===== src/rtl/deserialize_encrypt.sv =====
// Captures an LSB-first serial plaintext, XORs it with a latched key and holds
// the ciphertext with a level done flag until the downstream serializer finishes.
module deserialize_encrypt #(
  parameter int unsigned MSG_SIZE = 8
) (
  input  logic                iClk,
  input  logic                iRst,
  input  logic                iEn,
  input  logic                iStart,
  input  logic                iData,
  input  logic                iKey_Load,
  input  logic [MSG_SIZE-1:0] iKey,
  input  logic                iSer_Done,
  output logic [MSG_SIZE-1:0] oCiphertext,
  output logic                oEncrypt_Done,
  output logic                oBusy
);

  localparam int unsigned CntW = $clog2(MSG_SIZE) + 1;

  typedef enum logic [1:0] {
    StIdle    = 2'b00,
    StShift   = 2'b01,
    StEncrypt = 2'b10,
    StHold    = 2'b11
  } state_e;

  state_e              state_q, state_d;
  logic [CntW-1:0]     cnt_q, cnt_d;
  logic [MSG_SIZE-1:0] shift_q, shift_d;
  logic [MSG_SIZE-1:0] key_q, key_d;
  logic [MSG_SIZE-1:0] ct_q, ct_d;
  logic                done_q, done_d;
  logic                busy_q, busy_d;

  always_comb begin
    state_d = state_q;
    cnt_d   = cnt_q;
    shift_d = shift_q;
    key_d   = key_q;
    ct_d    = ct_q;
    done_d  = done_q;

    unique case (state_q)
      StIdle: begin
        if (iKey_Load) key_d = iKey;
        if (iStart) begin
          state_d = StShift;
          cnt_d   = '0;
        end
      end
      StShift: begin
        // Bit position decoded by compare to keep the select width-exact.
        for (int i = 0; i < int'(MSG_SIZE); i++) begin
          if (cnt_q == CntW'(i)) shift_d[i] = iData;
        end
        cnt_d = cnt_q + CntW'(1);
        if (cnt_q == CntW'(MSG_SIZE - 1)) state_d = StEncrypt;
      end
      StEncrypt: begin
        ct_d    = shift_q ^ key_q;
        done_d  = 1'b1;
        state_d = StHold;
      end
      StHold: begin
        if (iSer_Done) begin
          done_d  = 1'b0;
          state_d = StIdle;
        end
      end
      default: state_d = StIdle;
    endcase

    busy_d = (state_d != StIdle);
  end

  always_ff @(posedge iClk or posedge iRst) begin
    if (iRst) begin
      state_q <= StIdle;
      cnt_q   <= '0;
      shift_q <= '0;
      key_q   <= '0;
      ct_q    <= '0;
      done_q  <= 1'b0;
      busy_q  <= 1'b0;
    end else if (iEn) begin
      state_q <= state_d;
      cnt_q   <= cnt_d;
      shift_q <= shift_d;
      key_q   <= key_d;
      ct_q    <= ct_d;
      done_q  <= done_d;
      busy_q  <= busy_d;
    end
  end

  assign oCiphertext   = ct_q;
  assign oEncrypt_Done = done_q;
  assign oBusy         = busy_q;

endmodule


===== config.mk =====
export PLATFORM = sky130hd
export DESIGN_NAME = deserialize_encrypt
export DESIGN_NICKNAME = d
export VERILOG_FILES = /design/src/rtl/deserialize_encrypt.sv
export SDC_FILE = /design/constraint.sdc
export NUM_CORES = 1
export LEC_CHECK = 0
export BUFFER_PORTS_ARGS = -buffer_cell sky130_fd_sc_hd__buf_2
export CAP_MARGIN = 25
export CORE_ASPECT_RATIO = 2
export CORE_MARGIN = 5
export CORE_UTILIZATION = 40
export CTS_CLUSTER_SIZE = 8
export DETAILED_ROUTE_END_ITERATION = 6
export PLACE_DENSITY = 0.66
export SLEW_MARGIN = 15
export SYNTH_ARGS = -nofsm -noshare
export SYNTH_HDL_FRONTEND = slang
export SYNTH_SLANG_ARGS = --single-unit

===== constraint.sdc =====
create_clock -name iClk -period 1.2 [get_ports iClk]
set_input_delay 0.06 -clock iClk [delete_from_list [all_inputs] [get_ports iClk]]
set_output_delay 0.06 -clock iClk [all_outputs]
set_load 0.02 [all_outputs]

; After elaboration in Yosys (flattened, before gate mapping)
; Index checks and enable logic that the tools add are counted.
[word_totals]
word_cells = 53
ff_bits = 32
[classes]
bitwise_logic = 1
n_mux = 8
add_sub_neg = 1
eq_ne = 12
n_reduce_logical = 17
[ops]
columns = cell, count
row1 = $reduce_and A3 Y1, 11
row2 = $eq A4 B3 Y1 const B, 4
row3 = $eq A4 B2 Y1 const B, 2
row4 = $pmux W2 S4, 1
row5 = $pmux W4 S2, 1
row6 = $xor A8 B8 Y8, 1
row7 = $mux W2, 3
row8 = $reduce_bool A2 Y1, 3
row9 = $add A4 B1 Y4 const B, 1
row10 = $eq A2 B2 Y1 const B, 2
row11 = $eq A4 B1 Y1 const B, 1
row12 = $logic_not A4 Y1, 1
row13 = $mux W4, 1
row14 = $ne A2 B2 Y1 const B, 2
row15 = $eq A2 B1 Y1 const B, 1
row16 = $logic_not A2 Y1, 1
row17 = $pmux W1 S2, 1
row18 = $reduce_and A2 Y1, 1
row19 = $mux W1, 1

; Longest topological paths before layout
[depth]
depth_word = 4
ltp_mapped = 5

; Worst setup path after synthesis
; OpenSTA, ideal clock, no wires.
[synth_timing]
path_kind = reg-to-reg
startpoint = register state_q[1]
endpoint = register key_q[0]
required_time_ps = 1075
synth_period_minus_slack_ps = 1362
path_stages_with_launch = 6
t_arrival_ps = 1238
path_slack_ps = -162
path_cell_list = dfrtp_1 buf_6 inv_1 and4_1 buf_2 mux2_2
[synth_via]
elab_chain_cells = 2
[synth_lines]
columns = item, line_no
row1 = start: declaration, 28  ; state_e state_q, state_d;
row2 = start signal: assignment, 79  ; state_q <= StIdle;
row3 = start signal: assignment, 87  ; state_q <= state_d;
row4 = $logic_not A2 Y1, 44  ; unique case (state_q)
row5 = $reduce_and A3 Y1 (no source line), n/a
row6 = end signal: assignment, 90  ; key_q <= key_d;
row7 = end: declaration, 31  ; logic [MSG_SIZE-1:0] key_q, key_d;
; Every way passes these cells.
; A chain may end at the register's enable or synchronous reset.

; Worst setup path after layout
[layout_timing]
startpoint = register state_q[1]
endpoint = register key_q[1]
; Same word-level chain as after synthesis.

==> flow_metrics.env <==
export IMPL_cts_root_buf="clkbuf_8"
export IMPL_place_hpwl_um=2220
export IMPL_die_x_um=53.2
export IMPL_synth_compound_area_share_pct=7.12
export IMPL_diodes=0
export IMPL_p_sw_share_pct=33.7
export IMPL_ys_seq_elements=32
export IMPL_cts_tree="built"
export IMPL_clock_latency_ns=0.28
export IMPL_use_met3_pct=3.38
export IMPL_drtPass1Iterations=4
export IMPL_grt_use_met1_pct=15.7
export IMPL_yosys_area_share_simple_pct=12.7
export IMPL_worstPathRequired_ns=1.36
export IMPL_grt_pass1_vias=1168
export IMPL_vdd_drop_max_v=0.00157
export IMPL_cts_buffers=5
export IMPL_hold_viol=0
export IMPL_synth_top_area_share_pct=53.6
export IMPL_path_class="flop to flop"
export IMPL_post_place_ws_ns=-0.125
export IMPL_grt_busiest_layer="met2"
export IMPL_pwr_density_cell_nw_per_um2=2520
export IMPL_synth_async_reset_ratio_pct=100
export IMPL_die_y_um=96.4
export IMPL_ys_types=26
export IMPL_fin_crit_ns=1.30
export IMPL_synthAdderAreaFrac_pct=3.35
export IMPL_rows=31
export IMPL_port_buffers=24
export IMPL_timing_setup_tns_ns=-1.15
export IMPL_drt_iter0_drc=21
export IMPL_crit_arrival_ns=1.46
export IMPL_p_comb_share_pct=43.5
export IMPL_layout_nets=198
export IMPL_drv_slew=0
export IMPL_setup_viol_count_final=18
export IMPL_seq_power_share_pct=37.3
export IMPL_grt_max_degree=33
export IMPL_p_leak_uw=0.000977
export IMPL_avgRoutedWirePerCell_um=14.4
export IMPL_pwr_share_clk_pct=19.2
export IMPL_synthXorXnorAreaFrac_pct=4.69
export IMPL_synth_area_um2=1490
export IMPL_crit_path_end_kind="flop"
export IMPL_final_layout_size_suffix_gt1_share_pct=53.3
export IMPL_viasPerCell=4.97
export IMPL_grt_usage_pct=14.6
export IMPL_ant_nets=0
export IMPL_fp_dieArea_um2=5130
export IMPL_violations="setup timing"
export IMPL_num_vias=1137
export IMPL_synthCells=128
export IMPL_start_util_pct=41.4
export IMPL_io_pins=25
export IMPL_ys_seq_area_share_pct=53.6
export IMPL_yosysTopAreaCell="dfrtp_1"
export IMPL_synth_commonest_cells="32 x dfrtp_1, 17 x mux2_2, 13 x nand2_1, 11 x nand3_1, 10 x o21ai_0"
export IMPL_fin_skew_ns=0.00656
export IMPL_synth_area_leaders="dfrtp_1 54%, mux2_2 13%, xnor2_1 4.7%"
export IMPL_cts_sinks=32
export IMPL_switchingPower_uw=1750
export IMPL_max_slew_margin_rel_pct=72.6
export IMPL_crit_path_start_kind="flop"
export IMPL_wirelength_um=3290
export IMPL_syn_to_final_growth_pct=38.0
export IMPL_cts_max_path_buffers=2
export IMPL_route_detailed_drc=0
export IMPL_synth_edf_count=0
export IMPL_yosysWarnings=0
export IMPL_worst_pin_slew_ns=0.410
export IMPL_syn_avg_cell_area_um2=11.7
export IMPL_p_int_uw=3450
export IMPL_hp_class="input port to flop"
export IMPL_status="complete, but fails checks"
export IMPL_synthFlopType="dfrtp_1"
export IMPL_gp_congestion=0.919
export IMPL_coreArea_um2=3610
export IMPL_clk_pin_slew_worst_paths_ns=0.07
export IMPL_crit_fanout=8
export IMPL_htreeDepth=2
export IMPL_use_met2_pct=25.5
export IMPL_fin_ws_ns=-0.0973
export IMPL_clock_fmax_mhz=771
export IMPL_post_route_period_util_pct=108
export IMPL_syn_nets=147
export IMPL_post_synth_top_count_cell="dfrtp_1"
export IMPL_grt_pass1_wl_um=5430
export IMPL_antenna_found_initial=0
export IMPL_rsz0062_at_grt="yes"
export IMPL_grt_overflow=0
export IMPL_synth_top_family_by_area="multiplexers"
export IMPL_maxCapViolations=0
export IMPL_muxShareOfSynthArea_pct=14.2
state kept, by name, indices dropped and copies added, names as in the netlist:
register       flops
state_q            2
key_q              8
oCiphertext        8
oBusy              1
cnt_q              4
shift_q            8
oEncrypt_Done      1
cells in the final DEF, fill, tap and decap left out, drive strengths merged:
| cell | count |
|---|---|
| buf | 48 |
| dfrtp | 32 |
| mux2 | 17 |
| nand2 | 13 |
| nand3 | 11 |
| o21ai | 10 |
| xnor2 | 8 |
| clkbuf | 6 |
| inv | 6 |
| ha | 4 |
| nand3b | 3 |
| o211ai | 2 |
| and3b | 2 |
| a22o | 2 |
| mux2i | 2 |
| nor2 | 2 |
| and4 | 1 |
| a21oi | 1 |
| o32a | 1 |
| and4b | 1 |
| nand4 | 1 |
| and2b | 1 |
| nor3b | 1 |
| o2bb2ai | 1 |
| and3 | 1 |
| bufinv | 1 |
| clkinv | 1 |
| dlygate4sd3 | 1 |
metrics by stage:
step	util (%)	instance area (um^2)	hold slack (ns)	instances	total power [uW]
after global placement	50.3	1820	0.155	213	3750
final	57.2	2060	0.0119	229	5200
after global routing	57.2	2060	0.00827	229	5570
after CTS	55.4	2000	0.00684	227	5030
after detailed placement	50.3	1820	0.167	213	3830
after floorplan	-	1540	0.176	128	3190
worst paths after layout:
check | startpoint | endpoint | slack [ns] | cells after the start
setup / recovery | state_q[1] | key_q[1] | -0.1 | 3
hold / removal | iKey[5] | key_q[5] | 0.01 | 2
setup reg to reg | state_q[1] | key_q[1] | -0.1 | 3
hold reg to reg | oEncrypt_Done | oEncrypt_Done | 0.47 | 2
max in group asynchronous | iRst | cnt_q[1] | 0.47 | 4
min in group asynchronous | iRst | oEncrypt_Done | 0.40 | 4
per-layer routing:
layer	part of all wire [%]	wire (um)
met1	39	1300
met2	56	1830
met3	2.6	86
met4	2.4	78
met5	0	0
worst max-delay path, stage by stage, from the launching register on:
cell and delay [ns]:
dfrtp_1 0.42, inv_2 0.09, and4_4 0.35, mux2_4 0.32
power groups by stage:
stage                     Clock (uW)  Sequential (uW)  Combinational (uW)
after floorplan                    0             2050                1140
after global placement             0             1880                1870
after detailed placement           0             1910                1920
after CTS                       1030             1920                2080
after global routing            1080             2000                2490
final                            998             1940                2260
what timing repair did:
action / CTS / global route
hold endpoints to repair: 32 / 0
pin swaps: 14 / 8
hold buffers: 1 / 0
endpoints found under the setup margin: 23 / 30
cloned: 1 / 0
gates resized for setup: 15 / 18
setup buffers: 6 / 2
layout make-up:
class	count	area (um^2)
fill	314	1550
clock buffer	6	72.6
inverter	6	22.5
clock inverter	2	35.0
timing repair buffer	49	322
sequential	32	805
tap	49	61.3
multi-input combinational	85	744
logic make-up after synthesis:
family                     count (synthesis)
adders and majority gates                  4
muxes                                     19
xor gates and xnor gates                   8
buffers and inverters                     12
AOI/OAI and AO/OA                         17
and+or+nand+nor                           36
DFF                                       32
Power figures use the tool's default switching activity.
